--- src/rtl/vscale_hasti_arbiter_pkg.sv ---
// rtl/vscale_hasti_arbiter_pkg.sv - HASTI bus constants, request record and helpers
// Shared by the arbiter top, its input stages and the bench.
package vscale_hasti_arbiter_pkg;

  localparam logic [1:0] HASTI_TRANS_IDLE   = 2'd0;
  localparam logic [1:0] HASTI_TRANS_BUSY   = 2'd1;
  localparam logic [1:0] HASTI_TRANS_NONSEQ = 2'd2;
  localparam logic [1:0] HASTI_TRANS_SEQ    = 2'd3;

  localparam logic [2:0] HASTI_SIZE_BYTE     = 3'd0;
  localparam logic [2:0] HASTI_SIZE_HALFWORD = 3'd1;
  localparam logic [2:0] HASTI_SIZE_WORD     = 3'd2;

  localparam logic [2:0] HASTI_BURST_SINGLE = 3'd0;
  localparam logic [3:0] HASTI_NO_PROT      = 4'd0;

  localparam logic HASTI_MASTER_IMEM = 1'b0;
  localparam logic HASTI_MASTER_DMEM = 1'b1;

  // Address-phase attributes that get forwarded to the slave.
  typedef struct packed {
    logic [31:0] addr;
    logic        write;
    logic [2:0]  size;
  } hasti_req_t;

  // NONSEQ and SEQ carry a real transfer; IDLE and BUSY never reach the slave.
  function automatic logic hasti_trans_active(input logic [1:0] trans);
    return (trans == HASTI_TRANS_NONSEQ) || (trans == HASTI_TRANS_SEQ);
  endfunction

endpackage

--- src/rtl/vscale_hasti_arbiter_if.sv ---
// rtl/vscale_hasti_arbiter_if.sv - two-master / one-slave HASTI signal bundle
// Master-side vectors pack master i at bit slice i.
// slave  : the arbiter's view (takes master requests, drives the slave port)
// master : the environment's view (drives master requests and slave responses)
interface vscale_hasti_arbiter_if;
  logic [63:0] m_haddr;
  logic [1:0]  m_hwrite;
  logic [5:0]  m_hsize;
  logic [3:0]  m_htrans;
  logic [63:0] m_hwdata;
  logic [31:0] m_hrdata;
  logic [1:0]  m_hready;
  logic [1:0]  m_hresp;
  logic [31:0] s_haddr;
  logic        s_hwrite;
  logic [2:0]  s_hsize;
  logic [2:0]  s_hburst;
  logic        s_hmastlock;
  logic [3:0]  s_hprot;
  logic [1:0]  s_htrans;
  logic [31:0] s_hwdata;
  logic [31:0] s_hrdata;
  logic        s_hready;
  logic        s_hresp;

  modport slave (
    input  m_haddr, m_hwrite, m_hsize, m_htrans, m_hwdata,
    input  s_hrdata, s_hready, s_hresp,
    output m_hrdata, m_hready, m_hresp,
    output s_haddr, s_hwrite, s_hsize, s_hburst, s_hmastlock, s_hprot, s_htrans, s_hwdata
  );

  modport master (
    output m_haddr, m_hwrite, m_hsize, m_htrans, m_hwdata,
    output s_hrdata, s_hready, s_hresp,
    input  m_hrdata, m_hready, m_hresp,
    input  s_haddr, s_hwrite, s_hsize, s_hburst, s_hmastlock, s_hprot, s_htrans, s_hwdata
  );
endinterface

--- src/rtl/vscale_hasti_arb_input_stage.sv ---
// rtl/vscale_hasti_arb_input_stage.sv - per-master one-entry address buffer and handshake
// Ports: hclk/hresetn; master address phase in (haddr, hwrite, hsize, htrans);
// hready/hresp back to the master; is_down (this master owns the slave data
// phase), granted (this master wins the slave address phase now), s_hready/s_hresp
// from the slave; cand_valid/cand = this master's request offered for arbitration.
module vscale_hasti_arb_input_stage
  import vscale_hasti_arbiter_pkg::*;
(
  input  logic        hclk,
  input  logic        hresetn,
  input  logic [31:0] haddr,
  input  logic        hwrite,
  input  logic [2:0]  hsize,
  input  logic [1:0]  htrans,
  output logic        hready,
  output logic        hresp,
  input  logic        is_down,
  input  logic        granted,
  input  logic        s_hready,
  input  logic        s_hresp,
  output logic        cand_valid,
  output hasti_req_t  cand
);

  logic       pend_valid;
  hasti_req_t pend;
  hasti_req_t live;
  logic       live_valid;

  // A buffered master is stalled until its request leaves for the slave.
  assign hready = pend_valid ? 1'b0 : (is_down ? s_hready : 1'b1);
  assign hresp  = is_down & s_hresp;

  assign live = '{addr: haddr, write: hwrite, size: hsize};
  // Gating with hresetn keeps the slave port IDLE while reset is held.
  assign live_valid = hresetn & hready & hasti_trans_active(htrans);

  assign cand_valid = pend_valid | live_valid;
  assign cand       = pend_valid ? pend : live;

  // Accept and clear never coincide: hready is low whenever pend_valid is set.
  always_ff @(posedge hclk or negedge hresetn) begin
    if (!hresetn) begin
      pend_valid <= 1'b0;
      pend       <= '0;
    end else if (pend_valid) begin
      if (granted && s_hready) pend_valid <= 1'b0;
    end else if (live_valid && !(granted && s_hready)) begin
      pend_valid <= 1'b1;
      pend       <= live;
    end
  end

endmodule

--- src/rtl/vscale_hasti_arbiter.sv ---
// rtl/vscale_hasti_arbiter.sv - two-master (imem=0, dmem=1) to one-slave HASTI arbiter
// Ports: hclk, hresetn (async active-low), bus (slave modport: master request
// vectors in, per-master hready/hresp and broadcast hrdata out, slave port out).
// ARB_RR = 1 alternates on ties, ARB_RR = 0 always favours dmem.
module vscale_hasti_arbiter
  import vscale_hasti_arbiter_pkg::*;
#(
  parameter int ARB_RR = 1
) (
  input  logic                  hclk,
  input  logic                  hresetn,
  vscale_hasti_arbiter_if.slave bus
);

  logic [1:0] cand_valid;
  hasti_req_t cand [2];
  logic       aown_valid, aown;
  logic       down_valid, down;
  logic       rr_last;
  logic       grant;
  logic       any_cand;

  vscale_hasti_arb_input_stage u_in0 (
    .hclk(hclk), .hresetn(hresetn),
    .haddr(bus.m_haddr[31:0]), .hwrite(bus.m_hwrite[0]),
    .hsize(bus.m_hsize[2:0]), .htrans(bus.m_htrans[1:0]),
    .hready(bus.m_hready[0]), .hresp(bus.m_hresp[0]),
    .is_down(down_valid && (down == HASTI_MASTER_IMEM)),
    .granted(any_cand && (grant == HASTI_MASTER_IMEM)),
    .s_hready(bus.s_hready), .s_hresp(bus.s_hresp),
    .cand_valid(cand_valid[0]), .cand(cand[0])
  );

  vscale_hasti_arb_input_stage u_in1 (
    .hclk(hclk), .hresetn(hresetn),
    .haddr(bus.m_haddr[63:32]), .hwrite(bus.m_hwrite[1]),
    .hsize(bus.m_hsize[5:3]), .htrans(bus.m_htrans[3:2]),
    .hready(bus.m_hready[1]), .hresp(bus.m_hresp[1]),
    .is_down(down_valid && (down == HASTI_MASTER_DMEM)),
    .granted(any_cand && (grant == HASTI_MASTER_DMEM)),
    .s_hready(bus.s_hready), .s_hresp(bus.s_hresp),
    .cand_valid(cand_valid[1]), .cand(cand[1])
  );

  assign any_cand = |cand_valid;

  // A stalled slave address phase keeps its owner so the address stays stable.
  always_comb begin
    grant = HASTI_MASTER_IMEM;
    if (aown_valid)                grant = aown;
    else if (cand_valid == 2'b10)  grant = HASTI_MASTER_DMEM;
    else if (cand_valid == 2'b11)  grant = (ARB_RR != 0) ? ~rr_last : HASTI_MASTER_DMEM;
  end

  assign bus.s_haddr     = cand[grant].addr;
  assign bus.s_hwrite    = cand[grant].write;
  assign bus.s_hsize     = cand[grant].size;
  assign bus.s_htrans    = any_cand ? HASTI_TRANS_NONSEQ : HASTI_TRANS_IDLE;
  assign bus.s_hburst    = HASTI_BURST_SINGLE;
  assign bus.s_hmastlock = 1'b0;
  assign bus.s_hprot     = HASTI_NO_PROT;
  assign bus.s_hwdata    = down ? bus.m_hwdata[63:32] : bus.m_hwdata[31:0];
  assign bus.m_hrdata    = bus.s_hrdata;

  // rr_last starts at dmem so imem wins the first tie after reset.
  always_ff @(posedge hclk or negedge hresetn) begin
    if (!hresetn) begin
      aown_valid <= 1'b0;
      aown       <= HASTI_MASTER_IMEM;
      down_valid <= 1'b0;
      down       <= HASTI_MASTER_IMEM;
      rr_last    <= HASTI_MASTER_DMEM;
    end else if (bus.s_hready) begin
      aown_valid <= 1'b0;
      down_valid <= any_cand;
      if (any_cand) begin
        down    <= grant;
        rr_last <= grant;
      end
    end else if (any_cand) begin
      aown_valid <= 1'b1;
      aown       <= grant;
    end
  end

endmodule

--- src/flat_wrapper.sv ---
// flat-port wrapper written by rule: the top's interface ports become plain ports
module vscale_hasti_arbiter_flat import vscale_hasti_arbiter_pkg::*;
#(
  parameter int ARB_RR = 1
)
  (hclk, hresetn, bus_m_haddr, bus_m_hwrite, bus_m_hsize, bus_m_htrans, bus_m_hwdata, bus_s_hrdata, bus_s_hready, bus_s_hresp, bus_m_hrdata, bus_m_hready, bus_m_hresp, bus_s_haddr, bus_s_hwrite, bus_s_hsize, bus_s_hburst, bus_s_hmastlock, bus_s_hprot, bus_s_htrans, bus_s_hwdata);
  vscale_hasti_arbiter_if bus_i ();
  input  logic hclk;
  input  logic hresetn;
  input wire logic [$bits(bus_i.m_haddr)-1:0] bus_m_haddr;
  input wire logic [$bits(bus_i.m_hwrite)-1:0] bus_m_hwrite;
  input wire logic [$bits(bus_i.m_hsize)-1:0] bus_m_hsize;
  input wire logic [$bits(bus_i.m_htrans)-1:0] bus_m_htrans;
  input wire logic [$bits(bus_i.m_hwdata)-1:0] bus_m_hwdata;
  input wire logic [$bits(bus_i.s_hrdata)-1:0] bus_s_hrdata;
  input wire logic [$bits(bus_i.s_hready)-1:0] bus_s_hready;
  input wire logic [$bits(bus_i.s_hresp)-1:0] bus_s_hresp;
  output wire logic [$bits(bus_i.m_hrdata)-1:0] bus_m_hrdata;
  output wire logic [$bits(bus_i.m_hready)-1:0] bus_m_hready;
  output wire logic [$bits(bus_i.m_hresp)-1:0] bus_m_hresp;
  output wire logic [$bits(bus_i.s_haddr)-1:0] bus_s_haddr;
  output wire logic [$bits(bus_i.s_hwrite)-1:0] bus_s_hwrite;
  output wire logic [$bits(bus_i.s_hsize)-1:0] bus_s_hsize;
  output wire logic [$bits(bus_i.s_hburst)-1:0] bus_s_hburst;
  output wire logic [$bits(bus_i.s_hmastlock)-1:0] bus_s_hmastlock;
  output wire logic [$bits(bus_i.s_hprot)-1:0] bus_s_hprot;
  output wire logic [$bits(bus_i.s_htrans)-1:0] bus_s_htrans;
  output wire logic [$bits(bus_i.s_hwdata)-1:0] bus_s_hwdata;
  assign bus_i.m_haddr = bus_m_haddr;
  assign bus_i.m_hwrite = bus_m_hwrite;
  assign bus_i.m_hsize = bus_m_hsize;
  assign bus_i.m_htrans = bus_m_htrans;
  assign bus_i.m_hwdata = bus_m_hwdata;
  assign bus_i.s_hrdata = bus_s_hrdata;
  assign bus_i.s_hready = bus_s_hready;
  assign bus_i.s_hresp = bus_s_hresp;
  assign bus_m_hrdata = bus_i.m_hrdata;
  assign bus_m_hready = bus_i.m_hready;
  assign bus_m_hresp = bus_i.m_hresp;
  assign bus_s_haddr = bus_i.s_haddr;
  assign bus_s_hwrite = bus_i.s_hwrite;
  assign bus_s_hsize = bus_i.s_hsize;
  assign bus_s_hburst = bus_i.s_hburst;
  assign bus_s_hmastlock = bus_i.s_hmastlock;
  assign bus_s_hprot = bus_i.s_hprot;
  assign bus_s_htrans = bus_i.s_htrans;
  assign bus_s_hwdata = bus_i.s_hwdata;
  vscale_hasti_arbiter #(.ARB_RR(ARB_RR)) u_core (.hclk(hclk), .hresetn(hresetn), .bus(bus_i));
endmodule
--- config.mk ---
export PLATFORM = sky130hd
export DESIGN_NAME = vscale_hasti_arbiter_flat
export DESIGN_NICKNAME = d
export VERILOG_FILES = /design/src/rtl/vscale_hasti_arbiter_pkg.sv /design/src/rtl/vscale_hasti_arbiter_if.sv /design/src/rtl/vscale_hasti_arb_input_stage.sv /design/src/rtl/vscale_hasti_arbiter.sv /design/src/flat_wrapper.sv
export SDC_FILE = /design/constraint.sdc
export NUM_CORES = 1
export LEC_CHECK = 0
export CAP_MARGIN = 10
export CORE_ASPECT_RATIO = 1.5
export CORE_MARGIN = 3
export CORE_UTILIZATION = 40
export DETAILED_ROUTE_END_ITERATION = 10
export MAX_ROUTING_LAYER = met4
export PLACE_DENSITY = 0.8
export REMOVE_ABC_BUFFERS = 1
export SYNTH_ARGS = -nofsm -noshare
export SYNTH_HDL_FRONTEND = slang
export SYNTH_HIERARCHICAL = 1
export SYNTH_SLANG_ARGS = --single-unit
--- constraint.sdc ---
create_clock -name hclk -period 3.9 [get_ports hclk]
set_input_delay 0.78 -clock hclk [delete_from_list [all_inputs] [get_ports hclk]]
set_output_delay 0.78 -clock hclk [all_outputs]
set_load 0.01 [all_outputs]
======== After elaboration in Yosys (flattened, before gate mapping) ========
Index checks and enable logic that the tools add are counted.
storage, ports and cells
  bits in registers ....................... 79
  input port bits ......................... 176
  output and inout bits ................... 114
  word-level logic and storage cells ...... 75
cells by class
  magnitude comparators ................... 1
  equality and inequality tests ........... 6
  muxes and demuxes ....................... 22
  bitwise operators ....................... 15
  reductions and logical operators ........ 18
operator list
  operator                                                  count
  36-bit two-way mux                                        5
  32-bit two-way mux                                        1
  1-bit two-way mux                                         15
  2-bit == test, second input constant                      6
  1-bit logical AND                                         8
  2-bit AND reduction                                       4
  1-bit AND                                                 6
  1-bit NOT                                                 6
  2-bit greater-or-equal comparator, second input constant  1
  1-bit logical NOT                                         2
  1-bit logical OR                                          2
  2-bit two-way mux                                         1
  1-bit NOT with 2-bit output                               1
  1-bit OR                                                  2
  2-bit nonzero test                                        1
  2-bit OR reduction                                        1

======== Depth between registers and ports, before layout ========
  depth after elaboration ................. 18
  mapped depth ............................ 12
  gate-level depth less buffers ........... 8

======== Modules after synthesis ========
The synthesis kept the hierarchy.
by module, submodules not included
  module                        times used  cells each  area an instance (um2)  sequential area each (um2)
  vscale_hasti_arb_input_stage  2           123         1848.0                  925.9
  vscale_hasti_arbiter          1           143         1526.5                  126.4

======== Worst setup path before layout ========
Ideal clock, no wire load.
  path kind ............................... register to register
  from .................................... reg u_core.down
  to ...................................... reg u_core/u_in1/pend[23] (netlist bit)
  library setup time ...................... 0.125 ns
  data arrival time ....................... 3.063 ns
  data required time ...................... 3.775 ns
  slack ................................... 0.712 ns
  stages on the path, launching flop included .. 13
  path buffers ............................ 4
  period minus slack after synthesis ...... 3.188 ns
  cell sequence ........................... dfrtp_1 > buf_2 > buf_2 > and2_1 > nor2b_1 > o21bai_1 > a21boi_2 > mux2i_4 > buf_6 > nor2_1 > a2111oi_4 > buf_6 > mux2_2
between the ends
  elaborated cells between the ends (all ways) .. 24
  those cells by class .................... eq/ne: 2; mux: 7; bitwise: 7; reduce/logical: 8
RTL lines
  what                                      RTL line                            text
  start: declaration                        vscale_hasti_arbiter.sv:18          logic down_valid, down;
  start signal: assignment                  vscale_hasti_arbiter.sv:77          down <= grant;
  1-bit logical AND (*)                     vscale_hasti_arbiter.sv:39          .is_down(down_valid && (down == HASTI_MASTER_DMEM)),
  1-bit two-way mux (*) (2 in a row)        vscale_hasti_arb_input_stage.sv:31  assign hready = pend_valid ? 1'b0 : (is_down ? s_hready : 1'b1);
  1-bit AND (*) (2 in a row)                vscale_hasti_arb_input_stage.sv:36  assign live_valid = hresetn & hready & hasti_trans_active(htrans);
  1-bit OR (*)                              vscale_hasti_arb_input_stage.sv:38  assign cand_valid = pend_valid | live_valid;
  net u_core.cand_valid[1]                  vscale_hasti_arbiter.sv:15          logic [1:0] cand_valid;
  2-bit == test                             vscale_hasti_arbiter.sv:52          else if (cand_valid == 2'b11) grant = (ARB_RR != 0) ? ~rr_last : HASTI_MASTER_DMEM;
  1-bit two-way mux                         vscale_hasti_arbiter.sv:52
  1-bit two-way mux                         vscale_hasti_arbiter.sv:51          else if (cand_valid == 2'b10) grant = HASTI_MASTER_DMEM;
  1-bit two-way mux                         vscale_hasti_arbiter.sv:50          if (aown_valid) grant = aown;
  1-bit logical AND (*)                     vscale_hasti_arbiter.sv:40          .granted(any_cand && (grant == HASTI_MASTER_DMEM)),
  1-bit logical AND (*)                     vscale_hasti_arb_input_stage.sv:48  end else if (live_valid && !(granted && s_hready)) begin
  1-bit logical NOT (*)                     vscale_hasti_arb_input_stage.sv:48
  1-bit logical AND (*)                     vscale_hasti_arb_input_stage.sv:48
  2-bit AND reduction (no source line) (*)  --
  end signal: assignment                    vscale_hasti_arb_input_stage.sv:50  pend <= live;
  end: declaration                          vscale_hasti_arb_input_stage.sv:26  hasti_req_t pend;
The timed path passes the listed nets; every way through them passes the cells marked *.
A chain may end at the register's enable or synchronous reset.

======== Worst setup path in the final report ========
  from .................................... in bus_s_hready
  to ...................................... out bus_s_hwrite
between the ends
  longest elaborated chain between the ends .. 13
  elaborated cells between the ends (all ways) .. 19
  those cells by class .................... eq/ne: 2; mux: 10; bitwise: 7
RTL lines
  what                                                   RTL line                            text
  start: declaration                                     flat_wrapper.sv:16                  input wire logic [$bits(bus_i.s_hready)-1:0] bus_s_hready;
  1-bit two-way mux (*) (2 in a row)                     vscale_hasti_arb_input_stage.sv:31
  1-bit AND (*) (2 in a row)                             vscale_hasti_arb_input_stage.sv:36
  1-bit OR (*)                                           vscale_hasti_arb_input_stage.sv:38
  net u_core.cand_valid[1]                               vscale_hasti_arbiter.sv:15
  2-bit == test                                          vscale_hasti_arbiter.sv:52
  1-bit two-way mux                                      vscale_hasti_arbiter.sv:52
  1-bit two-way mux (*)                                  vscale_hasti_arbiter.sv:51
  1-bit two-way mux (*)                                  vscale_hasti_arbiter.sv:50
  1-bit NOT with 2-bit output (not written as such) (*)  vscale_hasti_arbiter.sv:56          assign bus.s_hwrite = cand[grant].write;
  36-bit two-way mux (*) (3 in a row)                    --
  end: declaration                                       flat_wrapper.sv:22                  output wire logic [$bits(bus_i.s_hwrite)-1:0] bus_s_hwrite;
The timed path passes the listed nets; every way through them passes the cells marked *. The select of a mux whose other input is x is not followed.

==> results.py <==
metrics = {
    "grt": {
        "grt_pass1_wl_um": 24200,
        "grt_start_max_net_pins": 69,
        "grt-ovfl-total": 0,
        "track_usage": 0.227,
        "antenna_found_initial": 0,
        "grt_pass1_vias": 4217,
    },
    "route": {
        "route.detailed.drc": 0,
        "drtAntennaViolNets": 0,
        "avgRoutedWirePerCell_um": 22.4,
        "initialDrtViolationCount": 94,
        "drt_pass1_iterations": 4,
        "vias": 3842,
        "viasPerCell": 5.23,
        "wl_um": 16400,
    },
    "critical_path": {
        "path_max_fanout": 19,
        "required_ns": 3.12,
        "critPathTopFamily": "buffers and inverters",
        "critPathMaxStageDelay_ns": 0.48,
        "worstSetupEndpointType": "output pin",
        "crit_path_top_delay_cell": "clkdlybuf4s50_1",
        "crit_chain": "clkdlybuf4s50_1 > nor2b_1 > o21bai_2 > a21boi_2 > mux2i_4 > buf_12 > buf_12 > mux2_4 > clkdlybuf4s50_1",
        "path_buf_inv": 4,
        "rr_endpoint": "u_core/u_in1/pend[28]$_DFFE_PN0P_",
        "start_kind": "primary input",
        "crit_cells": 9,
        "cp.arrival_ns": 3.05,
        "reg2reg_depth": 11,
        "ff2ff_setup_slack_ns": 0.87,
        "worstSetupPathType": "in -> out",
        "reg2reg_from": "u_core/down$_DFFE_PN0P_",
        "cp-endpoint": "bus_s_hwrite",
        "startpoint": "bus_s_hready",
    },
    "power": {
        "power_density_nw_per_um2": 792,
        "vdd.ir_drop.worst_mv": 0.390,
        "cellLeakagePower_nw": 3.11,
    },
    "timing": {
        "drv_slew": 0,
        "holdWs_ns": 0.299,
        "worstMarginPinSlew_ns": 0.867,
        "slew-limit-headroom": 0.422,
        "clock.fmax_ghz": 0.261,
        "fin_crit_sh": 0.981,
        "setup_viol": 0,
        "fin_skew_ns": 0.00954,
        "rsz0062_at_grt": "false",
        "fin_setup_tns_ns": 0,
        "fin_crit_ns": 3.83,
        "hold_viol_final": 0,
    },
    "yosys": {
        "synth.top_cell.area_share": 0.374,
        "synth.largest_area_cell": "dfrtp_1",
        "ys_warn_count": 6,
        "synth_common_cells": "mux2_2 (173), dfrtp_1 (78), buf_4 (42), mux2_4 (35), buf_6 (10)",
        "yosysMostFrequentCell": "mux2_2",
        "netlist_area_sq_um": 5220,
        "syn_inst": 389,
        "ys_types": 25,
        "synthArstFlopShare": 1.00,
        "synth-seq-cells": 79,
        "ys.flop_type": "dfrtp_1",
        "postSynthAreaPerCell_sq_um": 13.4,
        "synthTopCellsByArea": "dfrtp_1 (37%), mux2_2 (37%), mux2_4 (10%)",
        "synth_edf_count": 0,
        "ys_seq_area_frac": 0.379,
    },
    "clock_network": {
        "htree_levels": 3,
        "cts-root-buf": "clkbuf_16",
        "cts_buffer_depth": 2,
        "cts_buffers": 9,
        "cts_tree": "built",
        "clkTransAtPathRegs_ns": 0.06,
        "cts_sinks": 79,
        "clock_latency_ns": 0.33,
        "cts_hold_buf": 0,
    },
    "layout": {
        "nNetsFinal": 749,
        "area_growth_pct": 45.6,
        "drive_above_1_share": 0.433,
        "diodes": 0,
    },
    "placement": {
        "hpwl_um": 12600,
        "gp_congestion": 0.771,
        "port_buffers": 214,
    },
    "run_status": {
        "status": "finished, final reports clean",
    },
    "floorplanning": {
        "start_util": 0.413,
        "num_rows": 50,
        "die_w_um": 99.3,
        "die_h_um": 146,
        "fp.dieArea_sq_um": 14500,
        "coreArea_sq_um": 12600,
        "ios": 290,
    },
    "min_path": {
        "hold_class": "in -> async",
    },
    "run": {
        "max_cap_violations": 0,
    },
}
## final cells by class
type                    count  area, sq um
clock inverters             6         68.8
clock buffers              10          239
multi-input cells         252         2800
inverters                   1         3.75
repair buffers            230         2320
well taps                 156          195
flip-flops and latches     79         1980
fillers                  1008         5030
## cells by family after synthesis
| kind of cell | count (synthesis) | share of synthesized area |
|---|---|---|
| AOI/OAI and AO/OA | 14 | 0.0261 |
| other | 1 | 0.000718 |
| DFF | 79 | 0.379 |
| buffers and inverters | 66 | 0.0930 |
| and+or+nand+nor | 16 | 0.0149 |
| muxes | 213 | 0.487 |
## per-layer routing
metal | global-route usage | up-vias | wire length, um
met3 | 0.104 | 13 | 1970
met1 | 0.252 | 1890 | 6210
li1 | - | 1720 | -
met2 | 0.371 | 219 | 8040
met4 | 0.0574 | 0 | 210
met5 | - | - | 0
## stage by stage
| step | instances | area (sq um) | utilization | power [W] | setup WS [ns] |
|---|---|---|---|---|---|
| floorplan | 332 | 4770 | - | 0.00358 | -1.34 |
| global placement | 716 | 7240 | 0.573 | 0.00499 | 0.0546 |
| detailed placement | 716 | 7240 | 0.573 | 0.00510 | 0.0242 |
| CTS | 732 | 7550 | 0.597 | 0.00600 | 0.0135 |
| global route | 734 | 7600 | 0.602 | 0.00634 | 0.00330 |
| finish | 734 | 7600 | 0.602 | 0.00602 | 0.0739 |
## worst min-delay path by stage
stage	end	slack (ns)	depth (start not counted)
floorplan	u_core/u_in0/pend[25]$_DFFE_PN0P_	0.45	1
global placement	u_core/u_in1/pend[26]$_DFFE_PN0P_	0.46	1
detailed placement	u_core/u_in1/pend[25]$_DFFE_PN0P_	0.48	1
CTS	u_core/u_in0/pend[17]$_DFFE_PN0P_	0.29	1
global route	u_core/u_in0/pend[17]$_DFFE_PN0P_	0.29	1
finish	u_core/u_in0/pend[17]$_DFFE_PN0P_	0.30	1
## sequential cells by signal, summed over array words and instances, names as in the netlist
register / cells
u_core/u_in0/pend: 36
u_core/u_in1/pend: 36
u_core/aown: 1
u_core/aown_valid: 1
u_core/down: 1
u_core/down_valid: 1
u_core/rr_last: 1
u_core/u_in0/pend_valid: 1
u_core/u_in1/pend_valid: 1
## layout by cell type, fill, tap and decap left out, drive strengths merged
cell             n
a21boi           3
a31oi            2
nor2b            3
mux2           212
conb             9
nand2            2
bufinv           1
dfstp            1
inv              2
dfrtp           78
clkinvlp         1
o21bai           2
a2111oi          2
mux2i            1
and2             4
o31ai            1
o21ai            1
a21oi            3
clkbuf          11
clkdlybuf4s50  213
buf             16
clkinv           3
nor2             7
## where the power goes
| group | internal, W | total, W | switching, W |
|---|---|---|---|
| Clock | 0.000517 | 0.000864 | 0.000348 |
| Sequential | 0.00124 | 0.00148 | 0.000239 |
| Combinational | 0.00233 | 0.00368 | 0.00135 |
| Total | 0.00408 | 0.00602 | 0.00194 |
## what timing repair did
action	CTS	global route
setup endpoints to repair	0	33
resized for setup	0	3
buffers inserted	0	1
Power figures use the tool's default switching activity.
